### config.mk
export PLATFORM = sky130hd
export DESIGN_NAME = pwm_multi_channel
export DESIGN_NICKNAME = d
export VERILOG_FILES = /design/src/rtl/pwm_multi_channel.sv
export SDC_FILE = /design/constraint.sdc
export NUM_CORES = 1
export LEC_CHECK = 0
export ABC_AREA = 1
export BUFFER_PORTS_ARGS = -buffer_cell sky130_fd_sc_hd__buf_2
export CELL_PAD_IN_SITES_DETAIL_PLACEMENT = 0
export CELL_PAD_IN_SITES_GLOBAL_PLACEMENT = 1
export CORE_MARGIN = 2
export CORE_UTILIZATION = 43
export CTS_BUF_LIST = sky130_fd_sc_hd__clkbuf_4 sky130_fd_sc_hd__clkbuf_8
export CTS_CLUSTER_DIAMETER = 40
export DETAILED_ROUTE_END_ITERATION = 10
export PLACE_DENSITY = 0.87
export SLEW_MARGIN = 40
export SYNTH_ARGS = -nofsm -noshare
export SYNTH_HDL_FRONTEND = slang
export SYNTH_SLANG_ARGS = --single-unit
export TNS_END_PERCENT = 1
### constraint.sdc
create_clock -name clk -period 3.54 [get_ports clk]
set_clock_uncertainty 0.2 [all_clocks]
set_input_delay 0.354 -clock clk [delete_from_list [all_inputs] [get_ports clk]]
set_output_delay 0.354 -clock clk [all_outputs]
set_load 0.005 [all_outputs]
### src/rtl/pwm_multi_channel.sv
// pwm_multi_channel: multi-channel PWM with shadowed period/pulse/size/polarity loaded at period boundaries.
// Optional center-aligned mode enabled by defining PWM_CENTER_ALIGN_EN (adds the center input).
module pwm_multi_channel #(
    parameter int NCH = 4,
    parameter int CW  = 16,
    parameter int DW  = 8
) (
    input  logic              clk,
    input  logic              rstn,
`ifdef PWM_CENTER_ALIGN_EN
    input  logic              center,
`endif
    input  logic              enable,
    input  logic [CW-1:0]     period,
    input  logic [NCH*CW-1:0] pulse,
    input  logic [NCH*DW-1:0] size,
    input  logic [NCH-1:0]    polarity,
    input  logic              update,
    output logic [NCH*DW-1:0] pwm,
    output logic              period_end,
    output logic              update_pending
);
    typedef enum logic {IDLE, RUN} state_t;
    state_t state_q, state_d;
    logic [CW-1:0] cnt_q, cnt_d, period_q, period_d;
    logic [NCH*CW-1:0] pulse_q, pulse_d;
    logic [NCH*DW-1:0] size_q, size_d, pwm_q, pwm_d;
    logic [NCH-1:0] pol_q, pol_d, high;
    logic pend_q, pend_d, wrap, load;
    // periods of 0 or 1 wrap every cycle; avoids underflow of period_q-1
    assign wrap = state_q == RUN && (period_q <= CW'(1) || cnt_q == period_q - CW'(1));
    assign load = state_q == IDLE ? enable : enable && wrap && (pend_q || update);
    assign pwm = pwm_q;
    assign period_end = wrap;
    assign update_pending = pend_q;
`ifdef PWM_CENTER_ALIGN_EN
    logic center_q;
    logic [NCH*CW-1:0] lo_q;
    always_ff @(posedge clk or negedge rstn) begin
        if (!rstn) begin
            center_q <= 1'b0;
            lo_q     <= '0;
        end else if (load) begin
            center_q <= center;
            for (int n = 0; n < NCH; n++)
                lo_q[n*CW +: CW] <= pulse[n*CW +: CW] >= period ? '0 : (period - pulse[n*CW +: CW]) >> 1;
        end
    end
    always_comb begin
        high = '0;
        for (int n = 0; n < NCH; n++)
            high[n] = center_q ? cnt_q >= lo_q[n*CW +: CW] && cnt_q - lo_q[n*CW +: CW] < pulse_q[n*CW +: CW]
                               : cnt_q < pulse_q[n*CW +: CW];
    end
`else
    always_comb begin
        high = '0;
        for (int n = 0; n < NCH; n++)
            high[n] = cnt_q < pulse_q[n*CW +: CW];
    end
`endif
    always_comb begin
        state_d  = enable ? RUN : IDLE;
        cnt_d    = state_q == RUN && enable && !wrap ? cnt_q + CW'(1) : '0;
        period_d = load ? period : period_q;
        pulse_d  = load ? pulse : pulse_q;
        size_d   = load ? size : size_q;
        pol_d    = load ? polarity : pol_q;
        pend_d   = state_q == RUN && enable && !wrap && (pend_q || update);
        pwm_d    = '0;
        for (int n = 0; n < NCH; n++)
            pwm_d[n*DW +: DW] = state_q == RUN && enable && (high[n] ^ pol_q[n]) ? size_q[n*DW +: DW] : '0;
    end
    always_ff @(posedge clk or negedge rstn) begin
        if (!rstn) begin
            state_q  <= IDLE;
            cnt_q    <= '0;
            period_q <= '0;
            pulse_q  <= '0;
            size_q   <= '0;
            pol_q    <= '0;
            pend_q   <= 1'b0;
            pwm_q    <= '0;
        end else begin
            state_q  <= state_d;
            cnt_q    <= cnt_d;
            period_q <= period_d;
            pulse_q  <= pulse_d;
            size_q   <= size_d;
            pol_q    <= pol_d;
            pend_q   <= pend_d;
            pwm_q    <= pwm_d;
        end
    end
endmodule

# Word level (Yosys, flattened, before mapping)
# Index checks and enable logic that the tools add are counted.
dict set report classes {
  add_sub_neg 2
  magnitude_cmp 5
  n_eq_ne 1
  mux 7
  bitwise_logic 4
  reduce_logical 13
}
# operator count
set op_table {}
lappend op_table {{16-bit less-than comparator} 4}
lappend op_table {{8-bit two-way mux} 4}
lappend op_table {{16-bit by 1-bit adder with 16-bit output, second input constant} 1}
lappend op_table {{16-bit equality test} 1}
lappend op_table {{16-bit by 1-bit less-or-equal comparator with 1-bit output, second input constant} 1}
lappend op_table {{16-bit two-way mux} 1}
lappend op_table {{16-bit by 1-bit subtractor with 16-bit output, second input constant} 1}
lappend op_table {{1-bit logical AND} 10}
lappend op_table {{1-bit bitwise XOR} 4}
lappend op_table {{1-bit logical OR} 2}
lappend op_table {{1-bit two-way mux} 2}
lappend op_table {{1-bit logical NOT} 1}
dict set report totals {
  regBits 166
  in_bits 120
  out_inout_bits 34
  elab_cells 40
}

# Depth between registers and ports, before layout
# Gate-level depths: netlist of run 1.
dict set report depth {
  ltp_word 7
  ltp_mapped 19
  mapped_depth_nobuf 17
}

# Worst setup path after synthesis of run 1
# OpenSTA, ideal clock, no wires.
dict set report synth_timing {
  kind {flip-flop to flip-flop}
  startpoint {register period_q[0]}
  endpoint {register pulse_q[16]}
  setup_time_ns 0.117
  arrival_ns 2.146
  required_ns 3.223
  setup_slack_ns 1.077
  path_stages_with_launch 18
  path_buffers 2
  synth_period_minus_slack_ns 2.463
  path_cell_list {dfrtp_1 > inv_2 > ha_1 > or2_2 > nand3b_1 > nand3_1 > nor2_1 > nand2_1 > nor2_1 > nand3_1 > nand2_1 > nand2_1 > nand2_4 > nand2_4 > buf_6 > buf_6 > nand2_1 > nand2_1}
}
dict set report synth_between {
  elab_chain_len 7
  elab_cells_between_ends 8
  cone_classes {add/sub (1); order compare (1); eq/ne (1); mux (1); reduce/logical (4)}
}
# item line_no
set synth_rtl {}
lappend synth_rtl {{from (decl)} 25} ;# logic [CW-1:0] cnt_q, cnt_d, period_q, period_d;
lappend synth_rtl {{from (signal assigned)} 87} ;# period_q <= period_d;
lappend synth_rtl {{16-bit by 1-bit subtractor with 16-bit output} 31} ;# assign wrap = state_q == RUN && (period_q <= CW'(1) || cnt_q == period_q - CW'(1));
lappend synth_rtl {{16-bit equality test} 31}
lappend synth_rtl {{1-bit logical OR *} 31}
lappend synth_rtl {{1-bit logical AND *} 31}
lappend synth_rtl {{1-bit logical AND * (2 in a row)} 32} ;# assign load = state_q == IDLE ? enable : enable && wrap && (pend_q || update);
lappend synth_rtl {{1-bit two-way mux *} 32}
lappend synth_rtl {{to (signal assigned)} 88} ;# pulse_q <= pulse_d;
lappend synth_rtl {{to (decl)} 26} ;# logic [NCH*CW-1:0] pulse_q, pulse_d;
# Every way passes the cells marked *; elsewhere a longest branch is shown, timed or not.
# A chain may end at the register's enable or synchronous reset.

# Worst setup path after layout of run 1
dict set report layout_timing {
  startpoint {register period_q[0]}
  endpoint {output period_end}
}
dict set report layout_between {
  elab_chain_len 4
  elab_cells_between_ends 5
  cone_classes {add/sub (1); order compare (1); eq/ne (1); reduce/logical (2)}
}
# item line_no
set layout_rtl {}
lappend layout_rtl {{16-bit by 1-bit subtractor with 16-bit output} 31}
lappend layout_rtl {{16-bit equality test} 31}
lappend layout_rtl {{1-bit logical OR *} 31}
lappend layout_rtl {{1-bit logical AND *} 31}
lappend layout_rtl {{to (decl)} 20} ;# output logic period_end,
# Marked as above.

==> results of run 1 <==
-- how the worst max path moves through the flow --
stage / cells past startpoint / slack (ns) / end / from
finish: 11 / 0.46 / period_end / period_q[0]$_DFFE_PN0P_
global route: 17 / 0.22 / size_q[10]$_DFFE_PN0P_ / period_q[0]$_DFFE_PN0P_
CTS: 11 / 0.46 / period_end / period_q[0]$_DFFE_PN0P_
detailed placement: 17 / 0.61 / pulse_q[63]$_DFFE_PN0P_ / period_q[0]$_DFFE_PN0P_
global placement: 17 / 0.71 / size_q[20]$_DFFE_PN0P_ / period_q[0]$_DFFE_PN0P_
floorplan: 17 / 1.08 / pulse_q[16]$_DFFE_PN0P_ / period_q[0]$_DFFE_PN0P_
-- Yosys cell counts, types with 5 or more instances --
master and n:
xnor2_1 7, a21oi_1 40, nor3_1 11, nand2_1 344, buf_6 5, inv_1 130
ha_1 63, dfrtp_1 166, clkbuf_1 15, buf_4 5, nor3b_1 5, o21ai_0 11
buf_2 14, nand4_1 6, nand3_1 150, nor2_1 72, xor2_1 5
-- where the power goes --
part           leakage (nW)  switching (W)  internal [W]
clock network         0.194       0.000736      0.000652
registers              2.12       0.000130       0.00208
logic                  3.88       0.000462      0.000358
total                  6.19        0.00133       0.00309
-- registers in the layout (all words and copies together), names as in the netlist --
name,cells
pwm,32
period_q,16
size_q,32
update_pending,1
pulse_q,64
pol_q,4
cnt_q,16
state_q,1
-- metrics by stage --
stage / util, % / instance area (sq um)
final: 56.1 / 11200
after global routing: 56.1 / 11200
after CTS: 56.1 / 11200
after detailed placement: 48.3 / 9670
after global placement: 48.3 / 9670
after floorplan: - / 8690
-- cell families (layout without fill, tap and decap cells) --
family | after synthesis | in the layout | synth area share, %
compound gates | 66 | 66 | 4.42
flops | 166 | 166 | 47.8
xor+xnor | 12 | 12 | 1.21
fa+ha+maj | 63 | 63 | 9.07
buf+inv | 172 | 443 | 8.28
simple gates | 601 | 601 | 29.2
-- worst max-delay path, cell delays in order (launching register included) --
cell and delay (ns):
dfrtp_1 0.45, inv_2 0.12, ha_1 0.23, nand2_1 0.16, nor2_2 0.20, nand3b_1 0.10
nand2_1 0.07, nand3_1 0.07, nor2_1 0.12, nand3_1 0.12, a21boi_0 0.25, buf_2 0.17
-- cells in the final DEF, fill, tap and decap left out, types with 4 or more instances in the layout --
cell | Yosys | final
ha_1 | 63 | 63
a21oi_1 | 40 | 40
nor2_1 | 72 | 72
xor2_1 | 5 | 5
nand2_1 | 344 | 344
o21a_1 | 4 | 4
nor3_1 | 11 | 11
a21o_1 | 4 | 4
xnor2_1 | 7 | 7
clkbuf_8 | 0 | 18
o221a_2 | 4 | 4
o21ai_0 | 11 | 11
nand3_1 | 150 | 150
dfrtp_1 | 166 | 166
nand4_1 | 6 | 6
nor3b_1 | 5 | 5
dlygate4sd3_1 | 0 | 118
buf_4 | 5 | 7
buf_2 | 14 | 151
inv_1 | 130 | 130
-- repair_timing --
| item | 4_1_cts | 5_1_grt |
|---|---|---|
| setup endpoints to repair | 0 | 0 |
| endpoints found under the hold margin | 177 | 0 |
| hold buffers | 118 | 0 |
-- per-layer routing --
layer / wire length [microns] / track usage [%] / up-vias
met5: 0 / 0 / -
met1: 10600 / 29.6 / 3784
met2: 11400 / 38.4 / 179
li1: - / - / 3953
met3: 821 / 3.88 / 50
met4: 569 / 8.01 / 0
-- final cells by class --
cell class                      count  area, sq um
Multi-Input combinational cell    742         3820
Clock inverter                     13          148
Timing Repair Buffer              279         2040
Clock buffer                       18          248
Inverter                          133          499
Sequential cell                   166         4150
Tap cell                          270          338
Fill cell                        1889         8790
==> metrics, run 1 <==
status=complete, no violations; IO Pins=154; post-synthesis register bit count=166; max-cap violations=0; Syn Area/Cell=8.05 sq um; Tot Pwr=0.00442 W; Crit path required time=2.99 ns; setup_tns=0 ns; Net Count, Synth=1263; Synth Cell Area=8690 sq um; clock-pin slew on the worst setup and hold paths=0.09 ns; crit end category=output pin; Synth area leader=dfrtp_1; leakage power=6.19 nW; Setup Buffers After CTS=0; largest net degree at the start of global routing=117; P per Cell Area=393 nW/um^2; worst slack at placement=0.609 ns; Least-Margin Pin Slew=0.711 ns; Core ar.=20000 sq um; warnings from Yosys=0; hold path cells=1; DP HPWL=15600 microns; clk sinks=166; hold-critical path endpoint=state_q$_DFF_PN0_; Setup CP Type=reg -> out; synth unique cells=31; synth-to-layout area growth=29.4%; DIE HEIGHT=146 microns; ANT cells=0; reg2reg setup slack=0.58 ns; Max-slew headroom=52.6%; Gate Count Post-Synth=1080; DRT antenna net count=0; die width=146 microns; number of nets in the layout=1522; EDFF count, synth=0; fin crit period=3.08 ns; cell row count=52; DR iter-0 viols=487; Post-CTS Resized=0; initial antenna violation count=0; commonest register cell after synthesis=dfrtp_1; Inserted Clock Buffers=17; worst hold slack=0.160 ns; RSZ-0062 raised after global routing=false; CTS tree=yes; die area=21400 sq um; post-route insts no fill=1621; Crit Reg-Reg Endpoint=size_q[10]$_DFFE_PN0P_; worst setup margin=0.460 ns; clock root buffer=clkbuf_8; layout cells sized above 1=15.3%; worst-case reg-to-reg path depth=17; # setup viols final=0; routed len/inst=14.4 microns; RD Place Congestion=0.886; VDD IR-drop max=175 uV; first-pass GRT wire length=38700 microns; CTS H-tree lvls=4; GRT Overall Usage=22.7%; top cell type's share of synthesized area=47.8%; Synth async-reset ratio=100%; final WL=23400 microns; Final Cycle Share=87.0%; worst min-delay path startpoint=enable; Reg-to-Reg Start=period_q[0]$_DFFE_PN0P_; maximum clock rate=325 MHz; Initial Util=43.4%; Worst Path Max Fanout=6; First-pass DRT Iterations=5; via count=7966; Synth area leaders=dfrtp_1 48%, nand2_1 15%, ha_1 9.1%; vias in the first global route=7902; Clock Latency Late Sink=0.46 ns; Fin. Hold Viols=0; Final Max Tran Viols=0; maximum clock path buffer count=2; worst hold path class=in -> reg; gr ovfl total=0; DRC violations left=0; placed insts=1472; vias per cell=4.91; sequential area share after synthesis=47.8%; CP Launch Type=flip-flop; PortBufs=153; crit path DAT=2.53 ns
Note: power is estimated with default switching activity, not from simulation.
==> run 2: changes to the inputs <==
Settings changed: CORE_UTILIZATION 43 to 46, PLACE_DENSITY 0.87 to 0.92, SKIP_CTS_REPAIR_TIMING from default to 1.
Clock period 3.54 ns to 3.7 ns, I/O delays scaled along.
==> metrics, run 2 (synthesis gave the netlist of run 1 again) <==
status=complete, no violations; die width=141 microns; final WL=23000 microns; VDD IR-drop max=205 uV; gr ovfl total=0; reg2reg setup slack=0.41 ns; DRC violations left=0; Sw Share=30.9%; Comb power frac=19.2%; cell row count=50; P per Cell Area=366 nW/um^2; ANT cells=0; via count=7802; first-pass GRT wire length=35500 microns; synth-to-layout area growth=28.1%; Final Instance Area=11100 sq um; CTS tree=yes; vias per cell=4.93; PortBufs=153; leakage power=6.17 nW; maximum clock path buffer count=2; max reg flops=64; RSZ-0062 raised after global routing=false; CTS H-tree lvls=4; Initial Util=46.6%; routed len/inst=14.5 microns; setup_tns=0 ns; design internal power=0.00282 W; # setup viols final=0; DP HPWL=15100 microns; crit end category=flip-flop; Setup CP Type=reg -> reg; largest delay contributor family on the critical path=simple AND/OR/NAND/NOR gates; DR iter-0 viols=402; Flop pwr share=51.9%; GRT Overall Usage=22.4%; max-cap violations=0; commonest cells after routing, fill and taps aside=344 x nand2_1, 166 x dfrtp_1, 151 x buf_2, 150 x nand3_1, 130 x inv_1; worst hold path class=in -> async; maximum clock rate=304 MHz; fin crit period=3.29 ns; IO Pins=154; vias in the first global route=7220; clock root buffer=clkbuf_8; number of nets in the layout=1518; largest net degree at the start of global routing=123; CP Launch Type=flip-flop; initial antenna violation count=0; Core ar.=18600 sq um; DP Area=9610 sq um; clk sinks=166; Buf/Inv on CP=2; RD Place Congestion=0.877; Critical Path Most Common Cell=nand2_1; Clock Latency Late Sink=0.46 ns; critical path's largest stage delay=0.46 ns; Worst Path Max Fanout=95; largest reg by FF count=pulse_q; most common cell after layout, fill and taps aside=nand2_1; CP Cell Sequence=inv_2 > ha_1 > or2_2 > nand3b_1 > nand3_1 > nor2_1 > nand2_1 > nor2_1 > nand3_1 > nand2_1 > nand2_1 > nand2_4 > nand2_4 > buf_12 > nand2_1 > nand2_1; Inserted Clock Buffers=17; worst hold slack=0.220 ns; Least-Margin Pin Slew=0.758 ns; crit path DAT=3.45 ns; DRT antenna net count=0; clock power share=28.9%; Final Cycle Share=88.9%; clock-pin slew on the worst setup and hold paths=0.09 ns; Fin. Hold Viols=0; die area=20000 sq um; crit path max-delay cell type=dfrtp_1; FILL cells=1685; Crit path required time=3.86 ns; Final Max Tran Viols=0; NetSw=0.00126 W; Max-slew headroom=49.3%; DIE HEIGHT=141 microns; layout cells sized above 1=15.1%; First-pass DRT Iterations=5
==> run 2: path summary, 6_finish.rpt <==
| kind | depth (start not counted) | endpoint | from |
|---|---|---|---|
| worst max register to register | 16 | pulse_q[0]$_DFFE_PN0P_ | period_q[0]$_DFFE_PN0P_ |
| max in group asynchronous | 3 | size_q[28]$_DFFE_PN0P_ | rstn |
| worst max-delay path | 16 | pulse_q[0]$_DFFE_PN0P_ | period_q[0]$_DFFE_PN0P_ |
| worst min register to register | 2 | size_q[1]$_DFFE_PN0P_ | size_q[1]$_DFFE_PN0P_ |
| min in group clk | 3 | period_q[11]$_DFFE_PN0P_ | enable |
| worst min-delay path | 2 | pulse_q[33]$_DFFE_PN0P_ | rstn |
==> run 2: final cells by class <==
type                            instances  area, sq um  share of cell area [%]
Clock inverter                         14         98.8                   0.888
Sequential cell                       166         4150                    37.3
Timing Repair Buffer                  275         2020                    18.2
Inverter                              133          499                    4.48
Clock buffer                           18          248                    2.22
Tap cell                              234          293                    2.63
Multi-Input combinational cell        742         3820                    34.3
==> run 2: power by group through the flow <==
stage               clock [W]  combinational (W)  sequential, W
CTS                   0.00122           0.000690        0.00211
global route          0.00130           0.000907        0.00214
finish                0.00118           0.000783        0.00212
global placement            0           0.000669        0.00215
detailed placement          0           0.000687        0.00215
floorplan                   0           0.000460        0.00211
==> run 2: metrics by stage <==
step | power, W | instances | util (%) | setup WS, ns
floorplan | 0.00258 | 1080 | - | 1.24
CTS | 0.00403 | 1464 | 53.4 | 0.367
global route | 0.00435 | 1582 | 59.7 | 0.0737
finish | 0.00408 | 1582 | 59.7 | 0.411
global placement | 0.00282 | 1432 | 51.5 | 0.558
detailed placement | 0.00283 | 1432 | 51.5 | 0.482
==> run 2: per-layer routing <==
metal	vias up	global-route usage (%)	part of all wire, %
met5	-	0	0
met4	0	5.63	2.0
met3	36	4.02	2.9
met2	140	36.9	49
met1	3690	30.9	46
li1	3936	-	-
==> run 3: changes to the inputs <==
Settings changed: PLACE_DENSITY 0.92 to 0.95.
==> metrics, run 3 (synthesis gave the netlist of run 1 again) <==
vias in the first global route=7211; P per Cell Area=376 nW/um^2; most common cell after layout, fill and taps aside=nand2_1; initial antenna violation count=0; Final Max Tran Viols=0; clock-pin slew on the worst setup and hold paths=0.09 ns; Worst Path Max Fanout=6; GRT met3 Usage=3.85%; GR Layer Usage met1=29.8%; max-cap violations=0; leakage power=6.20 nW; CTS tree=yes; via count=7955; maximum clock rate=316 MHz; first-pass GRT wire length=35400 microns; routed len/inst=14.7 microns; number of nets in the layout=1520; Fin. Hold Viols=0; gr ovfl total=0; CP Cell Sequence=inv_2 > ha_1 > or2_2 > nand3b_1 > nand3_1 > nor2_1 > nand2_1 > nor2_1 > nand3_1 > a21boi_0 > buf_2; synth-to-layout area growth=28.9%; maximum clock path buffer count=2; RD Place Congestion=0.951; largest net degree at the start of global routing=117; RSZ-0062 raised after global routing=false; worst hold path class=in -> reg; CTS H-tree lvls=4; IO Pins=154; crit path max-delay cell type=dfrtp_1; die width=141 microns; DP HPWL=15200 microns; commonest cells after routing, fill and taps aside=344 x nand2_1, 166 x dfrtp_1, 151 x buf_2, 150 x nand3_1, 130 x inv_1; fin crit period=3.17 ns; status=complete, no violations; PortBufs=153; cell row count=50; Setup CP Type=reg -> out; largest reg by FF count=pulse_q; # setup viols final=0; Core ar.=18600 sq um; clock root buffer=clkbuf_8; Initial Util=46.6%; First-pass DRT Iterations=5; DRT antenna net count=0; clk sinks=166; DRC violations left=0; CP Launch Type=flip-flop; Least-Margin Pin Slew=0.851 ns; crit path DAT=2.60 ns; vias per cell=5.02; Crit path required time=3.13 ns; Clock Latency Late Sink=0.46 ns; critical path's largest stage delay=0.46 ns; max reg flops=64; worst hold slack=0.0651 ns; Final Cycle Share=85.6%; layout cells sized above 1=15.2%; final WL=23300 microns; die area=20000 sq um; VDD IR-drop max=212 uV; crit end category=output pin; Max-slew headroom=43.3%; setup_tns=0 ns; GRT busiest layer=met2; Inserted Clock Buffers=17; DIE HEIGHT=141 microns; DR iter-0 viols=549; grt met2 use=37.4%; GRT Overall Usage=22.2%; reg2reg setup slack=0.67 ns
run 3: final cells by class:
cell class | instances | area [sq um]
Sequential cell | 166 | 4150
Tap cell | 234 | 293
Timing Repair Buffer | 277 | 2060
Clock buffer | 19 | 262
Inverter | 133 | 499
Antenna cell | 1 | 2.50
Fill cell | 1660 | 7440
Multi-Input combinational cell | 742 | 3820
Clock inverter | 12 | 120
run 3: report_power, final:
part	leakage [nW]	switching (W)	total [W]	internal, W
registers	2.12	0.000128	0.00212	0.00199
clock network	0.195	0.000721	0.00130	0.000577
logic	3.88	0.000447	0.000793	0.000346
total	6.20	0.00130	0.00421	0.00291
run 3: worst paths after layout:
path / start / end / cells past startpoint
worst max-delay path: period_q[0]$_DFFE_PN0P_ / period_end / 11
worst min-delay path: enable / period_q[4]$_DFFE_PN0P_ / 3
worst max register to register: period_q[0]$_DFFE_PN0P_ / pulse_q[34]$_DFFE_PN0P_ / 16
worst min register to register: size_q[2]$_DFFE_PN0P_ / size_q[2]$_DFFE_PN0P_ / 2
max in group asynchronous: rstn / period_q[9]$_DFFE_PN0P_ / 3
min in group asynchronous: rstn / pulse_q[48]$_DFFE_PN0P_ / 2
run 3: critical path: cells and delay by family, from the launching register on:
kind                     cells  cell delay (ns)
flip-flops                   1             0.46
AO/OA/AOI/OAI                1             0.27
adder cells (fa/ha/maj)      1             0.26
buffers and inverters        2             0.27
AND/OR/NAND/NOR              7             0.89
run 3: per-stage QoR:
step	setup slack (ns)	total power [W]	instance area (sq um)	utilization, %	cells
floorplan	1.24	0.00258	8690	-	1080
global placement	0.773	0.00282	9640	51.7	1434
detailed placement	0.714	0.00284	9640	51.7	1434
CTS	0.514	0.00413	10000	53.8	1465
global route	0.212	0.00445	11200	60.1	1583
finish	0.534	0.00421	11200	60.1	1584
run 3: per-layer routing:
layer	part of all wire (%)	vias to the layer above
met5	0	-
met2	51	200
met3	4.0	42
li1	-	3947
met4	1.9	0
met1	43	3766
